[src/rtl/ttt_button_conditioner_pkg.sv]
// Shared constants for the tic-tac-toe button front end: button indices,
// command codes, channel FSM encodings and the command priority helper.
package ttt_button_conditioner_pkg;

    localparam int NUM_BTN = 5;

    // Button indices within btn_raw / btn_level / btn_pulse
    localparam int BTN_S = 0;
    localparam int BTN_U = 1;
    localparam int BTN_L = 2;
    localparam int BTN_D = 3;
    localparam int BTN_R = 4;

    // Command codes seen by the game manager
    localparam int CMD_W = 3;
    localparam logic [CMD_W-1:0] CMD_SEL   = 3'd0;
    localparam logic [CMD_W-1:0] CMD_UP    = 3'd1;
    localparam logic [CMD_W-1:0] CMD_LEFT  = 3'd2;
    localparam logic [CMD_W-1:0] CMD_DOWN  = 3'd3;
    localparam logic [CMD_W-1:0] CMD_RIGHT = 3'd4;

    // Per-channel hold tracking
    typedef enum logic [1:0] {
        ST_RELEASED    = 2'd0,
        ST_HOLD_DELAY  = 2'd1,
        ST_HOLD_REPEAT = 2'd2
    } ch_state_e;

    // Highest-priority pressed button wins: S > U > L > D > R; 0 when idle
    function automatic logic [CMD_W-1:0] prio_code(input logic [NUM_BTN-1:0] p);
        logic [CMD_W-1:0] c;
        c = CMD_SEL;
        if (p[BTN_S])      c = CMD_SEL;
        else if (p[BTN_U]) c = CMD_UP;
        else if (p[BTN_L]) c = CMD_LEFT;
        else if (p[BTN_D]) c = CMD_DOWN;
        else if (p[BTN_R]) c = CMD_RIGHT;
        return c;
    endfunction

endpackage

[src/rtl/ttt_btn_channel.sv]
// One button lane: 2-FF synchroniser, debounce counter and the
// press / auto-repeat FSM producing a single-cycle pulse per event.
//
// state          | meaning
// ST_RELEASED    | debounced level low, waiting for a press
// ST_HOLD_DELAY  | pressed, counting the initial repeat delay
// ST_HOLD_REPEAT | held past the delay, pulsing every RPT_PERIOD cycles
module ttt_btn_channel
    import ttt_button_conditioner_pkg::*;
#(
    parameter int unsigned DB_CYCLES  = 1_000_000,
    parameter int unsigned RPT_DELAY  = 50_000_000,
    parameter int unsigned RPT_PERIOD = 15_000_000,
    parameter bit          RPT_EN_BIT = 1'b1
) (
    input  logic clk,
    input  logic rst,
    input  logic btn_raw_i,
    output logic level_o,
    output logic pulse_o
);

    localparam int unsigned RPT_MAX = (RPT_DELAY > RPT_PERIOD) ? RPT_DELAY : RPT_PERIOD;
    localparam int DB_W  = $clog2(DB_CYCLES + 1);
    localparam int RPT_W = $clog2(RPT_MAX);

    // The first mismatching sample only arms the count; DB_CYCLES further
    // stable samples are needed before the level is accepted.
    localparam logic [DB_W-1:0]  DB_LAST      = DB_W'(DB_CYCLES);
    localparam logic [RPT_W-1:0] DELAY_LAST   = RPT_W'(RPT_DELAY - 1);
    localparam logic [RPT_W-1:0] PERIOD_LAST  = RPT_W'(RPT_PERIOD - 1);
    localparam logic [RPT_W-1:0] RPT_SAT      = {RPT_W{1'b1}};

    logic            sync1_q, sync2_q;
    logic [DB_W-1:0] db_cnt_q, db_cnt_d;
    logic            level_q, level_d;
    logic [RPT_W-1:0] rpt_cnt_q, rpt_inc;
    ch_state_e       state_q;
    logic            pulse_q;

    // Bring the asynchronous button into the clock domain
    always_ff @(posedge clk) begin
        if (rst) begin
            sync1_q <= 1'b0;
            sync2_q <= 1'b0;
        end else begin
            sync1_q <= btn_raw_i;
            sync2_q <= sync1_q;
        end
    end

    // Debounce: count consecutive disagreeing samples, accept after enough
    always_comb begin
        level_d  = level_q;
        db_cnt_d = '0;
        if (sync2_q != level_q) begin
            if (db_cnt_q == DB_LAST)
                level_d = sync2_q;
            else if (db_cnt_q != {DB_W{1'b1}})
                db_cnt_d = db_cnt_q + 1'b1;
            else
                db_cnt_d = db_cnt_q;
        end
    end

    // Saturating increment so a disabled repeat lane can sit forever
    always_comb begin
        rpt_inc = (rpt_cnt_q == RPT_SAT) ? rpt_cnt_q : rpt_cnt_q + 1'b1;
    end

    // Debounce registers plus the press/repeat FSM; release beats any tick
    always_ff @(posedge clk) begin
        if (rst) begin
            db_cnt_q  <= '0;
            level_q   <= 1'b0;
            rpt_cnt_q <= '0;
            state_q   <= ST_RELEASED;
            pulse_q   <= 1'b0;
        end else begin
            db_cnt_q <= db_cnt_d;
            level_q  <= level_d;
            pulse_q  <= 1'b0;
            if (!level_d) begin
                state_q   <= ST_RELEASED;
                rpt_cnt_q <= '0;
            end else begin
                case (state_q)
                    ST_RELEASED: begin
                        pulse_q   <= 1'b1;
                        state_q   <= ST_HOLD_DELAY;
                        rpt_cnt_q <= '0;
                    end
                    ST_HOLD_DELAY: begin
                        if (RPT_EN_BIT && (rpt_cnt_q == DELAY_LAST)) begin
                            pulse_q   <= 1'b1;
                            state_q   <= ST_HOLD_REPEAT;
                            rpt_cnt_q <= '0;
                        end else begin
                            rpt_cnt_q <= rpt_inc;
                        end
                    end
                    ST_HOLD_REPEAT: begin
                        if (rpt_cnt_q == PERIOD_LAST) begin
                            pulse_q   <= 1'b1;
                            rpt_cnt_q <= '0;
                        end else begin
                            rpt_cnt_q <= rpt_inc;
                        end
                    end
                    default: begin
                        state_q   <= ST_RELEASED;
                        rpt_cnt_q <= '0;
                    end
                endcase
            end
        end
    end

    assign level_o = level_q;
    assign pulse_o = pulse_q;

endmodule

[src/rtl/ttt_button_conditioner.sv]
// Five-button front end for the game manager: one conditioning lane per
// button and a registered priority encoder so only one command per cycle.
module ttt_button_conditioner
    import ttt_button_conditioner_pkg::*;
#(
    parameter int unsigned        DB_CYCLES  = 1_000_000,
    parameter int unsigned        RPT_DELAY  = 50_000_000,
    parameter int unsigned        RPT_PERIOD = 15_000_000,
    parameter logic [NUM_BTN-1:0] RPT_EN     = 5'b11110
) (
    input  logic               clk,
    input  logic               rst,
    input  logic [NUM_BTN-1:0] btn_raw,
    output logic [NUM_BTN-1:0] btn_level,
    output logic [NUM_BTN-1:0] btn_pulse,
    output logic               cmd_valid,
    output logic [CMD_W-1:0]   cmd_code
);

    for (genvar i = 0; i < NUM_BTN; i++) begin : g_ch
        ttt_btn_channel #(
            .DB_CYCLES  (DB_CYCLES),
            .RPT_DELAY  (RPT_DELAY),
            .RPT_PERIOD (RPT_PERIOD),
            .RPT_EN_BIT (RPT_EN[i])
        ) u_ch (
            .clk       (clk),
            .rst       (rst),
            .btn_raw_i (btn_raw[i]),
            .level_o   (btn_level[i]),
            .pulse_o   (btn_pulse[i])
        );
    end

    // Register the winning command one cycle after the pulses
    always_ff @(posedge clk) begin
        if (rst) begin
            cmd_valid <= 1'b0;
            cmd_code  <= CMD_SEL;
        end else begin
            cmd_valid <= |btn_pulse;
            cmd_code  <= prio_code(btn_pulse);
        end
    end

endmodule

[config.mk]
export PLATFORM = sky130hd
export DESIGN_NAME = ttt_button_conditioner
export DESIGN_NICKNAME = d
export VERILOG_FILES = /design/src/rtl/ttt_button_conditioner_pkg.sv /design/src/rtl/ttt_btn_channel.sv /design/src/rtl/ttt_button_conditioner.sv
export SDC_FILE = /design/constraint.sdc
export NUM_CORES = 1
export LEC_CHECK = 0
export BUFFER_PORTS_ARGS = -buffer_cell sky130_fd_sc_hd__clkbuf_2
export CORE_UTILIZATION = 45
export CTS_BUF_LIST = sky130_fd_sc_hd__clkbuf_8
export DETAILED_ROUTE_END_ITERATION = 6
export HOLD_SLACK_MARGIN = 0.1
export PLACE_DENSITY = 0.66
export SLEW_MARGIN = 10
export SYNTH_ARGS = -nofsm -noshare
export SYNTH_HDL_FRONTEND = slang
export SYNTH_SLANG_ARGS = --single-unit
[constraint.sdc]
create_clock -name clk -period 4.15 [get_ports clk]
set_clock_uncertainty 0.2 [all_clocks]
set_input_delay 0.2075 -clock clk [delete_from_list [all_inputs] [get_ports clk]]
set_output_delay 0.2075 -clock clk [all_outputs]
set_load 0.02 [all_outputs]
* Yosys cells after proc, flatten, opt, wreduce, memory -nomap -nowiden
Index checks and enable logic that the tools add are counted.
** Word-level totals
- Input port bits :: 7
- Word-level logic and storage cells :: 186
- Bits in registers :: 264
- Output and inout bits :: 14
** Operators by class
- Eq/ne operators :: 43
- Reduce and logical (&&, ||, !) cells :: 24
- Add/subtract/negate cells :: 10
- Bitwise operators :: 14
- Mux-type cells :: 56
** Operators by type and width (number)
- 26-bit two-way mux :: 14
- 26-bit case mux with 2 select lines :: 5
- 26-bit equality test, second input constant :: 9
- 26-bit by 1-bit adder with 26-bit output, second input constant :: 5
- 26-bit by 24-bit equality test with 1-bit output, second input constant :: 5
- 20-bit by 1-bit adder with 20-bit output, second input constant :: 5
- 20-bit equality test, second input constant :: 5
- 20-bit != test, second input constant :: 5
- 2-bit case mux with 3 select lines :: 4
- 1-bit two-way mux :: 20
- 3-bit OR reduction :: 6
- 1-bit NOT :: 14
- 2-bit OR reduction :: 7
- 2-bit two-way mux :: 6
- 1-bit case mux with 3 select lines :: 4
- 2-bit by 1-bit equality test with 1-bit output, second input constant :: 5
- 2-bit equality test, second input constant :: 5
- 2-bit logical NOT :: 5
- 5-bit OR reduction :: 2
- 2-bit by 1-bit != test with 1-bit output, second input constant :: 4
- 2-bit AND reduction :: 4
- 1-bit != test :: 5
- 2-bit case mux with 2 select lines :: 1
- 3-bit two-way mux :: 1
- 1-bit case mux with 2 select lines :: 1

* Depth between registers and ports, before layout
- Depth in word-level cells :: 5
- Depth in mapped cells :: 9
- Mapped depth without buffers :: 7

* Modules after synthesis
From an unflattened synthesis, not the netlist that was laid out.
** Second synthesis, totals
- Cell total of the unflattened synthesis :: 1443
- Area, all modules :: 12467.0 µm²
** Modules (own cells, without submodules)
- ttt_btn_channel (g_ch[1].u_ch ...) :: seq. area each 1041.0 µm², instances 3, area an instance 2747.6 µm², cells an instance 319
- ttt_btn_channel (g_ch[4].u_ch) :: seq. area each 1041.0 µm², instances 1, area an instance 2792.7 µm², cells an instance 320
- ttt_btn_channel (g_ch[0].u_ch) :: seq. area each 500.5 µm², instances 1, area an instance 1301.2 µm², cells an instance 154
- ttt_button_conditioner :: seq. area each 80.1 µm², instances 1, area an instance 130.1 µm², cells an instance 12

* Worst setup path before layout
No wires, ideal clock.
- Path kind :: flip-flop to flip-flop
- From :: register g_ch[1].u_ch.rpt_cnt_q[12]
- To :: register g_ch[1].u_ch.rpt_cnt_q[6]
- Period minus slack after synthesis :: 2.440 ns
- Buffers on the path :: 1
- Library setup time :: 0.127 ns
- Required time :: 3.823 ns
- Setup slack :: 1.710 ns
- Cell stages (with the launch flop) :: 7
- Arrival :: 2.113 ns
- Cell sequence :: dfxtp_1 -> or4_1 -> or4_1 -> o311a_1 -> o221ai_4 -> buf_6 -> a211oi_2
** On the way
- Word-level cells in the longest chain between the ends :: 4
- Elaborated cells between the ends (all ways) :: 7
- Classes of those cells :: eq/ne: 3; mux: 4
** Ends and longest elaborated chain
- from (decl) :: line ttt_btn_channel.sv:37 : logic [RPT_W-1:0] rpt_cnt_q, rpt_inc;
- from (signal assigned) :: line ttt_btn_channel.sv:99 : rpt_cnt_q <= rpt_inc;
- from (signal assigned) :: line ttt_btn_channel.sv:107 : rpt_cnt_q <= rpt_inc;
- 26-bit equality test :: line ttt_btn_channel.sv:68 : rpt_inc = (rpt_cnt_q == RPT_SAT) ? rpt_cnt_q : rpt_cnt_q + 1'b1;
- 26-bit two-way mux :: line ttt_btn_channel.sv:68
- 26-bit two-way mux (on tied branches) :: line ttt_btn_channel.sv:103, ttt_btn_channel.sv:94
- 26-bit case mux with 2 select lines (*) :: line ttt_btn_channel.sv:87 : case (state_q)
Every way passes the cells marked *; elsewhere a longest branch is shown, timed or not.
A chain may end at the register's enable or synchronous reset.

* Final worst setup path
- From :: register g_ch[4].u_ch.rpt_cnt_q[0]
- To :: register g_ch[4].u_ch.rpt_cnt_q[1]
** On the way
- Word-level cells in the longest chain between the ends :: 4
- Elaborated cells between the ends (all ways) :: 8
- Classes of those cells :: add/sub: 1; eq/ne: 3; mux: 4
** Ends and longest elaborated chain (line)
- from (decl) :: ttt_btn_channel.sv:37
- from (signal assigned) :: ttt_btn_channel.sv:99
- from (signal assigned) :: ttt_btn_channel.sv:107
- 26-bit by 1-bit adder with 26-bit output or 26-bit equality test (tied branches) :: ttt_btn_channel.sv:68
- 26-bit two-way mux :: ttt_btn_channel.sv:68
- 26-bit two-way mux (on tied branches) :: ttt_btn_channel.sv:103, ttt_btn_channel.sv:94
- 26-bit case mux with 2 select lines (*) :: ttt_btn_channel.sv:87
Marked as above.

==> results.py <==
metrics = {
    "clock_tree": {
        "cts.path.max_buffers": 3,
        "ctsHtreeMaxLevel": 2,
        "cts_buffers": 42,
        "cts_tree": "done",
        "cts_setup_buffers": 0,
        "clock_sinks": 237,
        "clk-insertion-delay-late_ns": 0.54,
        "cts_resized": 0,
        "clk_pin_slew_ns": 0.06,
        "cts_root_buffer": "clkbuf_8",
    },
    "synth": {
        "synth_top_flop_cell": "dfxtp_1",
        "simple_gate_fraction_of_synth_area": 0.307,
        "synth_xor_area_frac": 0.0734,
        "netlist-cell-type-count": 78,
        "async_flop_share": 0,
        "synth_top_area_frac": 0.386,
        "synth_top_cells_by_area": "dfxtp_1, nor2_1, xnor2_1, xor2_1, ha_1",
        "synth_area_per_cell_um2": 8.40,
        "muxShareOfSynthArea": 0.00815,
        "mappedNetlistNets": 1499,
        "yosys.area_share.adder": 0.0306,
        "seq_area_frac_synth": 0.386,
        "synth.ff_latch_count": 237,
        "synth_top_family_by_area": "simple AND/OR/NAND/NOR gates",
        "syn-cell-area_um2": 12300,
        "synth-warning-count": 0,
        "synth_edf_count": 0,
        "synthDominantAreaCellType": "dfxtp_1",
        "synth_cells": 1462,
        "synth_compound_gate_area_share": 0.151,
    },
    "timing": {
        "worst_slack_ns": 1.20,
        "maximum_achievable_frequency_mhz": 339,
        "final_hold_viol_count": 0,
        "setup-tns-final_ns": 0,
        "post-route-min-period_ns": 2.95,
        "timing.final.crit_share": 0.711,
        "timing_max_transition_violations_final": 0,
        "unrepaired_setup_endpoints_after_global_routing": "no",
        "relSlewSlack": 0.288,
        "report.final.setup_viol": 0,
        "transition_time_at_the_pin_with_the_least_slew_margin_ns": 1.06,
    },
    "placed_design": {
        "finalWeightedCongestion": 0.839,
        "dp.final_hpwl_um": 17800,
        "placement.io_buffers": 20,
        "dp_slack_ns": 1.23,
        "dpl.cell_count": 1768,
        "detailed_place.area_um2": 12600,
    },
    "die": {
        "io_pins": 21,
        "initial_core_util": 0.457,
        "die_width_um": 167,
        "row_count": 60,
        "die_area_um2": 28000,
        "placeableCoreArea_um2": 26900,
        "dieHeight_um": 167,
    },
    "detailed_routing": {
        "route.layer.met1.wl_um": 13000,
        "drt_iter0_drc": 739,
        "wl_met2_um": 11500,
        "dr_wl_met3_um": 1140,
        "maxUsedRoutingLayer": "met4",
        "detail-route-antenna-nets": 0,
        "dr.pass1.iters": 6,
        "wl_um": 26000,
        "post_drt_wl_per_cell_um": 14.1,
        "drcViolationCount": 0,
        "avgViaCountPerCell": 5.71,
        "dr_total_vias": 10500,
    },
    "power_and_ir_drop": {
        "power_leakage_nw": 4.14,
        "max-vdd-ir-drop_v": 0.000224,
        "p_per_area_nw_per_um2": 328,
    },
    "critical_path": {
        "timing_worst_setup_path_type": "flip-flop to flip-flop",
        "timing.critical_path.fanout_max": 19,
        "worst-r2r-setup-slack_ns": 1.20,
        "data_arrival_time_of_the_critical_path_ns": 3.15,
        "critical_path.endpoint_type": "flip-flop",
        "worst_reg_to_reg_cells": 6,
        "worstReg2RegEnd": "g_ch[4].u_ch.rpt_cnt_q[1]$_SDFF_PP0_",
        "regToRegStartpoint": "g_ch[4].u_ch.rpt_cnt_q[0]$_SDFF_PP0_",
        "cp-start-kind": "flip-flop",
        "critPathRequiredTime_ns": 4.35,
    },
    "min_path": {
        "min_path_type": "flip-flop to flip-flop",
        "min-delay-start": "g_ch[0].u_ch.state_q[0]$_SDFFE_PP0N_",
        "timing.hold.worst_endpoint": "g_ch[0].u_ch.pulse_o$_SDFF_PP0_",
        "hold_depth": 1,
    },
    "layout": {
        "post_layout_inst_area_um2": 13500,
        "final_util": 0.502,
        "post_route_cells_drive_above_1_share": 0.0884,
        "areaGrowthSynthToFinish_pct": 9.73,
        "design.final.nets": 1516,
        "final_cell_count_no_fill": 1846,
        "layout.filler_cells": 2614,
        "ant_diodes": 0,
    },
    "job": {
        "maxCapViolations": 0,
    },
    "global_route": {
        "total_routing_resource_utilization_after_global_routing": 0.186,
        "grt_antenna_before_repair": 0,
        "globalRouteOverflowTotal": 0,
        "grt_first_pass_wirelength_um": 44900,
        "grt_start_max_net_pins": 27,
        "first_global_vias": 9727,
    },
    "outcome": {
        "status": "finished clean",
    },
}
[cells in the mapped netlist, types with 3 or more instances]
master,n
nand2b_1,3
a31oi_1,15
a21oi_2,9
mux2i_1,10
or2_2,6
and4_1,29
or3_1,41
xnor2_1,57
a21oi_1,72
o311a_1,3
nor2_2,9
a41oi_1,3
and2_1,15
nand4b_1,7
o31ai_1,25
o2111ai_1,8
buf_2,7
o21ai_0,61
dfxtp_1,237
nor3b_1,15
nand3_1,75
a221oi_1,3
nand4_1,47
nand2_1,87
a211oi_1,24
nor4_1,32
o211ai_1,9
and3_1,35
ha_1,30
a21boi_0,4
buf_4,11
xor2_1,46
nor3_1,57
nor4b_1,13
nor2b_1,16
clkbuf_1,42
or4_1,31
a2111oi_0,7
buf_6,5
a311oi_1,3
nor2_1,150
inv_1,53
and4b_1,3
[per-layer routing]
metal  vias to the layer above  track usage
met5                         -            0
met4                         0       0.0535
met3                        37       0.0343
met2                       178        0.302
met1                      4901        0.252
li1                       5419            -
[sequential cells by signal (all words and copies together) (netlist names)]
signal,flops
cmd_code,3
cmd_valid,1
g_ch.u_ch.db_cnt_q,100
g_ch.u_ch.level_o,5
g_ch.u_ch.pulse_o,5
g_ch.u_ch.rpt_cnt_q,104
g_ch.u_ch.state_q,9
g_ch.u_ch.sync1_q,5
g_ch.u_ch.sync2_q,5
[stage by stage]
| step | power, mW | hold WS (ns) |
|---|---|---|
| after floorplan | 2.35 | 0.136 |
| after global placement | 2.37 | 0.173 |
| after detailed placement | 2.37 | 0.176 |
| after CTS | 4.50 | 0.185 |
| after global routing | 4.61 | 0.220 |
| final | 4.42 | 0.182 |
[cells by family (layout without fill, tap and decap cells)]
logic type	Yosys count	in the layout
DFF	237	237
and+or+nand+nor	687	687
AOI/OAI and AO/OA	276	276
muxes	10	10
xor gates and xnor gates	103	103
buffers and inverters	119	162
adders and majority gates	30	30
[cell usage in the layout, fill, tap and decap left out, types with 4 or more instances in the layout]
master	netlist	final
dlygate4sd3_1	0	8
nand4b_1	7	7
a21boi_0	4	4
a2111oi_0	7	7
nor3b_1	15	15
nand2_1	87	87
nor3_1	57	57
nand3_1	75	75
xor2_1	46	46
nor4_1	32	30
or2_2	6	6
nor4b_1	13	13
a21oi_1	72	72
clkbuf_8	0	55
a21oi_2	9	9
and3_1	35	35
nand4_1	47	47
xnor2_1	57	57
and4_1	29	29
o2111ai_1	8	8
dfxtp_1	237	237
a31oi_1	15	15
or3_1	41	41
nor2_1	150	150
a211oi_1	24	24
or4_1	31	31
buf_4	11	11
o31ai_1	25	24
and2_1	15	15
nor2_2	9	9
mux2i_1	10	10
nor2b_1	16	16
inv_1	53	65
ha_1	30	30
o211ai_1	9	9
o21ai_0	61	60
clkbuf_2	0	20
[what timing repair did]
| action | in CTS | in global routing |
|---|---|---|
| hold buffers | 8 | 0 |
| setup endpoints to repair | 0 | 0 |
| hold endpoints to repair | 9 | 0 |
[how the worst max path moves through the flow]
| stage | to | start |
|---|---|---|
| 2_1_floorplan | g_ch[1].u_ch.rpt_cnt_q[6]$_SDFF_PP0_ | g_ch[1].u_ch.rpt_cnt_q[12]$_SDFF_PP0_ |
| 3_3_place_gp | g_ch[1].u_ch.rpt_cnt_q[17]$_SDFF_PP0_ | g_ch[1].u_ch.rpt_cnt_q[12]$_SDFF_PP0_ |
| 3_5_place_dp | g_ch[4].u_ch.rpt_cnt_q[1]$_SDFF_PP0_ | g_ch[4].u_ch.rpt_cnt_q[1]$_SDFF_PP0_ |
| 5_1_grt | g_ch[4].u_ch.rpt_cnt_q[4]$_SDFF_PP0_ | g_ch[4].u_ch.rpt_cnt_q[0]$_SDFF_PP0_ |
| 4_1_cts | g_ch[1].u_ch.rpt_cnt_q[17]$_SDFF_PP0_ | g_ch[1].u_ch.rpt_cnt_q[12]$_SDFF_PP0_ |
| 6_report | g_ch[4].u_ch.rpt_cnt_q[1]$_SDFF_PP0_ | g_ch[4].u_ch.rpt_cnt_q[0]$_SDFF_PP0_ |
[critical path, stage by stage (launching register included)]
cell and delay, ns:
dfxtp_1 0.37, ha_1 0.20, nand2_1 0.19, or4_1 0.62
nor3_2 0.89, mux2i_1 0.27, nor2_1 0.06
[final cells by class]
cell class                 instances  area [µm²]  share of cell area
clock inverter                    15        60.1             0.00446
timing repair buffer              39         263              0.0195
multi-input combinational       1106        7030               0.521
sequential                       237        4740               0.352
tap                              341         427              0.0317
clock buffer                      55         757              0.0562
inverter                          53         199              0.0148
[power breakdown]
group	internal (mW)	total (mW)	switching, mW
registers	2.28	2.29	0.00358
clock network	1.17	2.10	0.926
logic	0.0163	0.0380	0.0217
total	3.47	4.42	0.951
Power figures use the tool's default switching activity.
